--- config.mk ---
export PLATFORM = sky130hd
export DESIGN_NAME = div_unit
export DESIGN_NICKNAME = d
export VERILOG_FILES = /design/src/rtl/div_unit_pkg.sv /design/src/rtl/div_step.sv /design/src/rtl/div_unit.sv
export SDC_FILE = /design/constraint.sdc
export NUM_CORES = 1
export LEC_CHECK = 0
export BUFFER_PORTS_ARGS = -buffer_cell sky130_fd_sc_hd__buf_2
export CAP_MARGIN = 10
export CORE_MARGIN = 2
export CORE_UTILIZATION = 60
export CTS_BUF_LIST = sky130_fd_sc_hd__clkbuf_4
export DETAILED_ROUTE_END_ITERATION = 10
export PLACE_DENSITY = 0.93
export SYNTH_ARGS = -nofsm -noshare
export SYNTH_HDL_FRONTEND = slang
export SYNTH_SLANG_ARGS = --single-unit
--- constraint.sdc ---
create_clock -name clk -period 6.4 [get_ports clk]
set_input_delay 0.64 -clock clk [delete_from_list [all_inputs] [get_ports clk]]
set_output_delay 0.64 -clock clk [all_outputs]
set_load 0.005 [all_outputs]
--- src/rtl/div_unit_pkg.sv ---
// Shared control codes and divider state encoding for the EX-stage divider.
package div_unit_pkg;

    localparam logic [4:0] ADD_CONTROL  = 5'b00010;
    localparam logic [4:0] DIV_CONTROL  = 5'b11010;
    localparam logic [4:0] DIVU_CONTROL = 5'b11011;

    typedef enum logic [1:0] {
        DIV_IDLE = 2'd0,
        DIV_BUSY = 2'd1,
        DIV_DONE = 2'd2
    } div_state_e;

endpackage

--- src/rtl/div_step.sv ---
// One restoring radix-2 iteration: shift {rem, quot} left, subtract divisor if it fits.
module div_step #(
    parameter int WIDTH = 32
) (
    input  logic [WIDTH:0]   rem,
    input  logic [WIDTH-1:0] quot,
    input  logic [WIDTH-1:0] divisor,
    output logic [WIDTH:0]   rem_nx,
    output logic [WIDTH-1:0] quot_nx
);

    // Extra top bit makes the borrow of the trial subtraction visible as a sign.
    logic [WIDTH+1:0] trial;
    logic             neg;

    assign trial   = {rem, quot[WIDTH-1]} - {2'b00, divisor};
    assign neg     = trial[WIDTH+1];
    assign rem_nx  = neg ? {rem[WIDTH-1:0], quot[WIDTH-1]} : trial[WIDTH:0];
    assign quot_nx = {quot[WIDTH-2:0], ~neg};

endmodule

--- src/rtl/div_unit.sv ---
// Multi-cycle restoring divider for DIV/DIVU; stalls the pipeline while iterating.
module div_unit
    import div_unit_pkg::*;
#(
    parameter int WIDTH  = 32,
    parameter int CTRL_W = 5
) (
    input  logic                 clk,
    input  logic                 rst,
    input  logic [CTRL_W-1:0]    alucontrol,
    input  logic                 ex_valid,
    input  logic                 annul,
    input  logic [WIDTH-1:0]     a,
    input  logic [WIDTH-1:0]     b,
    output logic                 stall_req,
    output logic                 result_valid,
    output logic [2*WIDTH-1:0]   result
);

    localparam int CW = $clog2(WIDTH);

    div_state_e       state;
    logic [CW-1:0]    cnt;
    logic [WIDTH:0]   rem;
    logic [WIDTH-1:0] quot;
    logic [WIDTH-1:0] dvsr;
    logic             sign_q;
    logic             sign_r;

    logic [WIDTH:0]   rem_nx;
    logic [WIDTH-1:0] quot_nx;
    logic [WIDTH-1:0] rem_fin;
    logic [WIDTH-1:0] quot_fin;
    logic             is_signed;
    logic             is_div;
    logic             start;
    logic [WIDTH-1:0] a_mag;
    logic [WIDTH-1:0] b_mag;

    assign is_signed = (alucontrol == CTRL_W'(DIV_CONTROL));
    assign is_div    = is_signed | (alucontrol == CTRL_W'(DIVU_CONTROL));
    assign start     = ex_valid & ~annul & is_div;

    assign a_mag = (is_signed & a[WIDTH-1]) ? -a : a;
    assign b_mag = (is_signed & b[WIDTH-1]) ? -b : b;

    // Stall is asserted in the very cycle a divide is seen so EX never advances past it.
    assign stall_req    = (state == DIV_IDLE) ? start : (state == DIV_BUSY);
    assign result_valid = (state == DIV_DONE) & ~annul;

    div_step #(.WIDTH(WIDTH)) u_step (
        .rem     (rem),
        .quot    (quot),
        .divisor (dvsr),
        .rem_nx  (rem_nx),
        .quot_nx (quot_nx)
    );

    assign rem_fin  = sign_r ? -rem_nx[WIDTH-1:0] : rem_nx[WIDTH-1:0];
    assign quot_fin = sign_q ? -quot_nx : quot_nx;

    always_ff @(posedge clk) begin
        if (rst) begin
            state  <= DIV_IDLE;
            cnt    <= '0;
            rem    <= '0;
            quot   <= '0;
            dvsr   <= '0;
            sign_q <= 1'b0;
            sign_r <= 1'b0;
            result <= '0;
        end else begin
            case (state)
                DIV_IDLE: begin
                    if (start) begin
                        if (b == '0) begin
                            result <= {a, {WIDTH{1'b1}}};
                            state  <= DIV_DONE;
                        end else begin
                            quot   <= a_mag;
                            dvsr   <= b_mag;
                            rem    <= '0;
                            sign_q <= is_signed & (a[WIDTH-1] ^ b[WIDTH-1]);
                            sign_r <= is_signed & a[WIDTH-1];
                            cnt    <= '0;
                            state  <= DIV_BUSY;
                        end
                    end
                end
                DIV_BUSY: begin
                    if (annul) begin
                        state <= DIV_IDLE;
                    end else begin
                        rem  <= rem_nx;
                        quot <= quot_nx;
                        cnt  <= cnt + 1'b1;
                        // Result is latched on the final iteration so it is stable during DONE.
                        if (cnt == CW'(WIDTH-1)) begin
                            result <= {rem_fin, quot_fin};
                            state  <= DIV_DONE;
                        end
                    end
                end
                DIV_DONE: state <= DIV_IDLE;
                default:  state <= DIV_IDLE;
            endcase
        end
    end

endmodule

Word-level counts from Yosys, hierarchy flattened
Cells that the tools add are included.
- eq/ne operators: 11
- bitwise gates (word level): 11
- multiplexer cells: 28
- add/subtract/negate cells: 6
- reductions and logical operators: 7
- operator list (cell ; number):
    two-way mux 64 bit ; 4
    two-way mux 32 bit ; 7
    two-way mux 33 bit ; 4
    negation 32 bit ; 4
    one-hot mux 64 bit (2 select lines) ; 1
    one-hot mux 33 bit (2 select lines) ; 1
    one-hot mux 32 bit (2 select lines) ; 1
    subtractor 34 x 32 -> 34 bit ; 1
    logical NOT 32 bit ; 1
    == test 5 bit, second input constant ; 3
    two-way mux 5 bit ; 3
    one-hot mux 5 bit (2 select lines) ; 1
    two-way mux 2 bit ; 4
    bitwise AND 1 bit ; 6
    inequality test 2 bit, second input constant ; 3
    adder 5 x 1 -> 5 bit, second input constant ; 1
    AND reduction 5 bit ; 1
    inequality test 2 x 1 -> 1 bit, second input constant ; 2
    one-hot mux 2 bit (2 select lines) ; 1
    AND reduction 4 bit ; 1
    inequality test 3 x 2 -> 1 bit, second input constant ; 1
    inverter 1 bit ; 3
    AND reduction 3 bit ; 1
    == test 2 x 1 -> 1 bit, second input constant ; 1
    other kinds (7) ; 7
- bits in registers: 170

Logic depth before layout (Yosys ltp)
- word-level depth: 7
- mapped depth: 24

Hierarchy
Synthesis repeated with hierarchy kept, for this count alone.
- cell total of the unflattened synthesis: 1570
- area, all modules: 11986.5 µm²
- by module, submodules not included (module ; cells each ; area each (µm²) ; seq. area each (µm²) ; instances):
    div_unit ; 1211 ; 9582.9 ; 3403.3 ; 1
    div_step ; 359 ; 2403.6 ; 0.0 ; 1

Worst setup path before layout
No wires, ideal clock.
- path kind: register -> register
- start point: register rem[7]
- end point: register result[62]
- setup time: 87 ps
- cell stages (with the launch flop): 23
- buffers on the path: 3
- data arrival time: 4637 ps
- slack: 1677 ps
- cell sequence: dfxtp_1 -> ha_1 -> nand2_1 -> o21a_1 -> a211o_1 -> a311oi_2 -> o31a_2 -> nor2_8 -> inv_4 -> buf_2 -> buf_4 -> buf_2 -> nor2_1 -> a21oi_1 -> ha_1 -> nand3b_1 -> or4_1 -> a211oi_1 -> a41o_1 -> nand3_2 -> o31ai_2 -> xnor2_1 -> a221oi_2
- word-level cells in the longest chain between the ends: 7
- ends and longest elaborated chain (what ; line ; RTL):
    start: declaration ; div_unit.sv:24 ; logic [WIDTH:0] rem;
    start signal: assignment ; div_unit.sv:94 ; rem <= rem_nx;
    subtractor 34 x 32 -> 34 bit ; div_step.sv:16 ; assign trial = {rem, quot[WIDTH-1]} - {2'b00, divisor};
    two-way mux 33 bit * ; div_step.sv:18 ; assign rem_nx = neg ? {rem[WIDTH-1:0], quot[WIDTH-1]} : trial[WIDTH:0];
    negation 32 bit ; div_unit.sv:59 ; assign rem_fin = sign_r ? -rem_nx[WIDTH-1:0] : rem_nx[WIDTH-1:0];
    two-way mux 32 bit * ; div_unit.sv:59 ;
    two-way mux 64 bit * ; div_unit.sv:98 ; if (cnt == CW'(WIDTH-1)) begin
    two-way mux 64 bit * ; div_unit.sv:91 ; if (annul) begin
    one-hot mux 64 bit (2 select lines) * ; div_unit.sv:73 ; case (state)
    end signal: assignment ; div_unit.sv:77 ; result <= {a, {WIDTH{1'b1}}};
    end signal: assignment ; div_unit.sv:99 ; result <= {rem_fin, quot_fin};
    end: declaration ; div_unit.sv:17 ; output logic [2*WIDTH-1:0] result
Every way passes the cells marked *; elsewhere a longest branch is shown, timed or not. The select of a mux whose other input is x is not followed.
A chain may end at the register's enable or synchronous reset.

Final worst setup path
- start point: register rem[0]
- end point: register result[50]
The elaborated chain is that of the path after synthesis.

==> results.yml <==
status:
  outcome: "complete, no violations"
die:
  core_area_um2: 19400
  die_x_um: 144.2
  io_pins: 139
  design.die.area_um2: 20790
  floorplan.initialDensity: 0.6079
  floorplan.rows: 51
  floorplan.die.height_um: 144.2
clock_tree:
  clock_tree.buffer_depth: 2
  cts_inserted_buffers: 17
  cts.clk_slew.worst_paths_ns: 0.15
  root_buffer_master: "clkbuf_4"
  post_cts.repair.setup_buffers: 0
  ctsHoldBuffers: 0
  tritoncts: "built"
  htreeDepth: 4
  cts_repair_resize_count: 0
  clk_latency_ns: 0.61
  tritoncts_sink_count: 170
critical_path:
  worst_reg_to_reg_setup_slack_ns: 1.12
  crit_chain: "ha_1 > nand2b_1 > a21oi_2 > o211ai_1 > a311oi_2 > o31a_2 > nor2_8 > mux2i_1 > ha_1 > nand3b_1 > or4_1 > a211oi_1 > a31oi_1 > o31ai_1 > xnor2_1 > nand2_1 > a311oi_1"
  cp_data_required_time_ns: 6.92
  worstSetupPathType: "reg -> reg"
  crit_path_top_delay_cell: "nor2_8"
  critical_path.endpoint_type: "flip-flop"
  worstSetupStartpointType: "flip-flop"
  worst-path-max-fanout: 44
  critical-path-max-stage-delay_ns: 0.62
  worstPathArrival_ns: 5.80
  crit_path_most_repeated_cell: "ha_1"
synthesis:
  area_share_of_the_largest_cell_type_after_synthesis: 0.2886
  synth_cells: 1582
  proportion_of_synthesized_flip_flops_having_asynchronous_set_or_reset: 0
  post_synth_fa_ha_maj_area_fraction: 0.04202
  post_synthesis_register_bit_count: 170
  synth-compound-area-share: 0.2782
  synth_top_family_by_area: "compound AO/OA/AOI/OAI gates"
  synth_top_flop_cell: "dfxtp_1"
  synth.distinct_cells: 76
  synth_fp_nets: 1694
  avgSynthCellArea_um2: 7.454
  synth.top_cells.by_area: "dfxtp_1, nand2_1, nor2_1"
  synthesis.yosys.warnings: 0
  ys_seq_area_frac: 0.2886
  synth.area.mux_share: 0.02005
  synth.cell_area_um2: 11790
  synth_xor_xnor_area_share: 0.1003
  synthSimpleGateAreaFrac: 0.2208
  netlist.top_cell.by_area: "dfxtp_1"
  synth_enable_flop_cells: 0
route:
  final_antenna_net_count: 0
  drt-pass1-iter-count: 6
  drcViolationCount: 0
  post_drt_via_cell_ratio: 6.316
  detailedRoute.firstIterationViolations: 1348
  routed_wirelength_um: 35760
  post_drt_wl_per_cell_um: 18.54
  route.vias.total: 12180
run:
  max_cap_viol_count: 0
sta:
  timing.final.setup_violations: 0
  tightest_slew_ns: 1.081
  count_of_endpoints_failing_hold_in_the_final_timing_report: 0
  clock-skew-final_ns: 0.02248
  grt_setup_unrepaired: "no"
  achievable-frequency_mhz: 189.3
  timing.final.max_slew_violations: 0
  post-route-min-period_ns: 5.283
  post-route-worst-setup-slack_ns: 1.117
  totalNegativeSetupSlack_ns: 0
  relSlewSlack: 0.2770
  layout_worst_path_cycle_share: 0.8254
power:
  ir_worst_vdd_v: 0.0001269
  power-per-cell-area_nw_per_um2: 201.6
  leakage_power_nw: 5.147
place:
  detailedPlacementHpwl_um: 26900
  numPortBuffers: 138
  gp_routability_congestion: 1.032
  place_worst_setup_slack_ns: 1.224
final_layout:
  most_common_library_cell_in_the_layout_ignoring_fill_and_taps: "nand2_1"
  register_area_um2: 3403
  utilization: 0.6604
  mostFrequentLayoutCells: "nand2_1, nor2_1, dfxtp_1, buf_2, a21oi_1"
  nNetsFinal: 1763
  layout.filler_cells: 1717
  flow.area_growth_from_synthesis_pct: 8.636
  drive_gt1_frac: 0.1371
  multiInputGateArea_um2: 7820
global_route:
  grt_antenna_before_repair: 1
  grt_max_degree: 91
  grt_usage: 0.3380
  overflow: 0
  grt_pass1_wl_um: 55550
  first_global_vias: 10920
min_path:
  hp-class: "in -> reg"
## sequential cells by signal (all words and copies together), names as in the netlist
name	flops
quot	32
rem	33
state	2
dvsr	32
cnt	5
sign_r	1
result	64
sign_q	1
## cells by family (layout without fill, tap and decap cells)
logic type | Yosys count | count (layout)
mux | 23 | 23
xor+xnor | 135 | 135
other cells | 0 | 1
simple gates | 566 | 566
compound gates | 499 | 499
flops | 170 | 170
buf+inv | 150 | 231
fa+ha+maj | 39 | 39
## cell usage after synthesis, types with 23 or more instances
cell type	number
xor2_1	59
inv_1	49
dfxtp_1	170
nand3_1	28
ha_1	38
o211ai_1	31
clkbuf_1	79
nor3_1	30
nor2_1	191
a31oi_1	24
a211oi_1	55
o21ai_0	107
a22oi_1	23
xnor2_1	76
a21oi_1	128
o31ai_1	24
nand2_1	192
## where the power goes
group	leakage [nW]	internal, mW	total [mW]	switching [mW]
Combinational	3.64	0.309	0.888	0.579
Sequential	1.37	1.07	1.07	0.00672
Clock	0.137	0.201	0.621	0.420
Total	5.15	1.58	2.58	1.01
## critical path, delay by kind of cell (launching register included)
family                   cells  cell delay (ns)
AO/OA/AOI/OAI                8             2.06
XOR/XNOR                     1             0.15
adder cells (fa/ha/maj)      2             0.62
flip-flops                   1             0.52
multiplexers                 1             0.37
AND/OR/NAND/NOR              5             1.46
## layer usage
layer,track usage,up-vias,routed length [µm]
li1,-,5842,-
met1,0.4522,5634,15070
met2,0.5228,620,15680
met3,0.05298,87,3274
met4,0.1860,0,1734
met5,0,-,0
## worst paths after layout
kind                endpoint      from  cells past startpoint
setup reg to reg  result[50]    rem[0]                     17
setup / recovery  result[50]    rem[0]                     17
hold reg to reg     dvsr[31]  dvsr[31]                      2
hold / removal       dvsr[0]      b[0]                      3
## per-stage QoR
step	area [µm²]	instances	hold WS (ns)	total power [mW]
2_1_floorplan	11790	1582	0.4319	1.732
3_3_place_gp	12540	1897	0.4417	1.948
3_5_place_dp	12540	1897	0.4474	1.959
4_1_cts	12810	1928	0.2785	2.565
5_1_grt	12810	1929	0.2959	2.697
6_report	12810	1929	0.3013	2.582
## final cells by class
class	instances	area share
multi-input cells	1262	0.6104
flip-flops and latches	170	0.2657
repair buffers	150	0.06212
well taps	265	0.02588
inverters	50	0.01485
clock inverters	14	0.01094
clock buffers	17	0.009962
diodes	1	0.0001953
(Power assumes the default switching activity.)
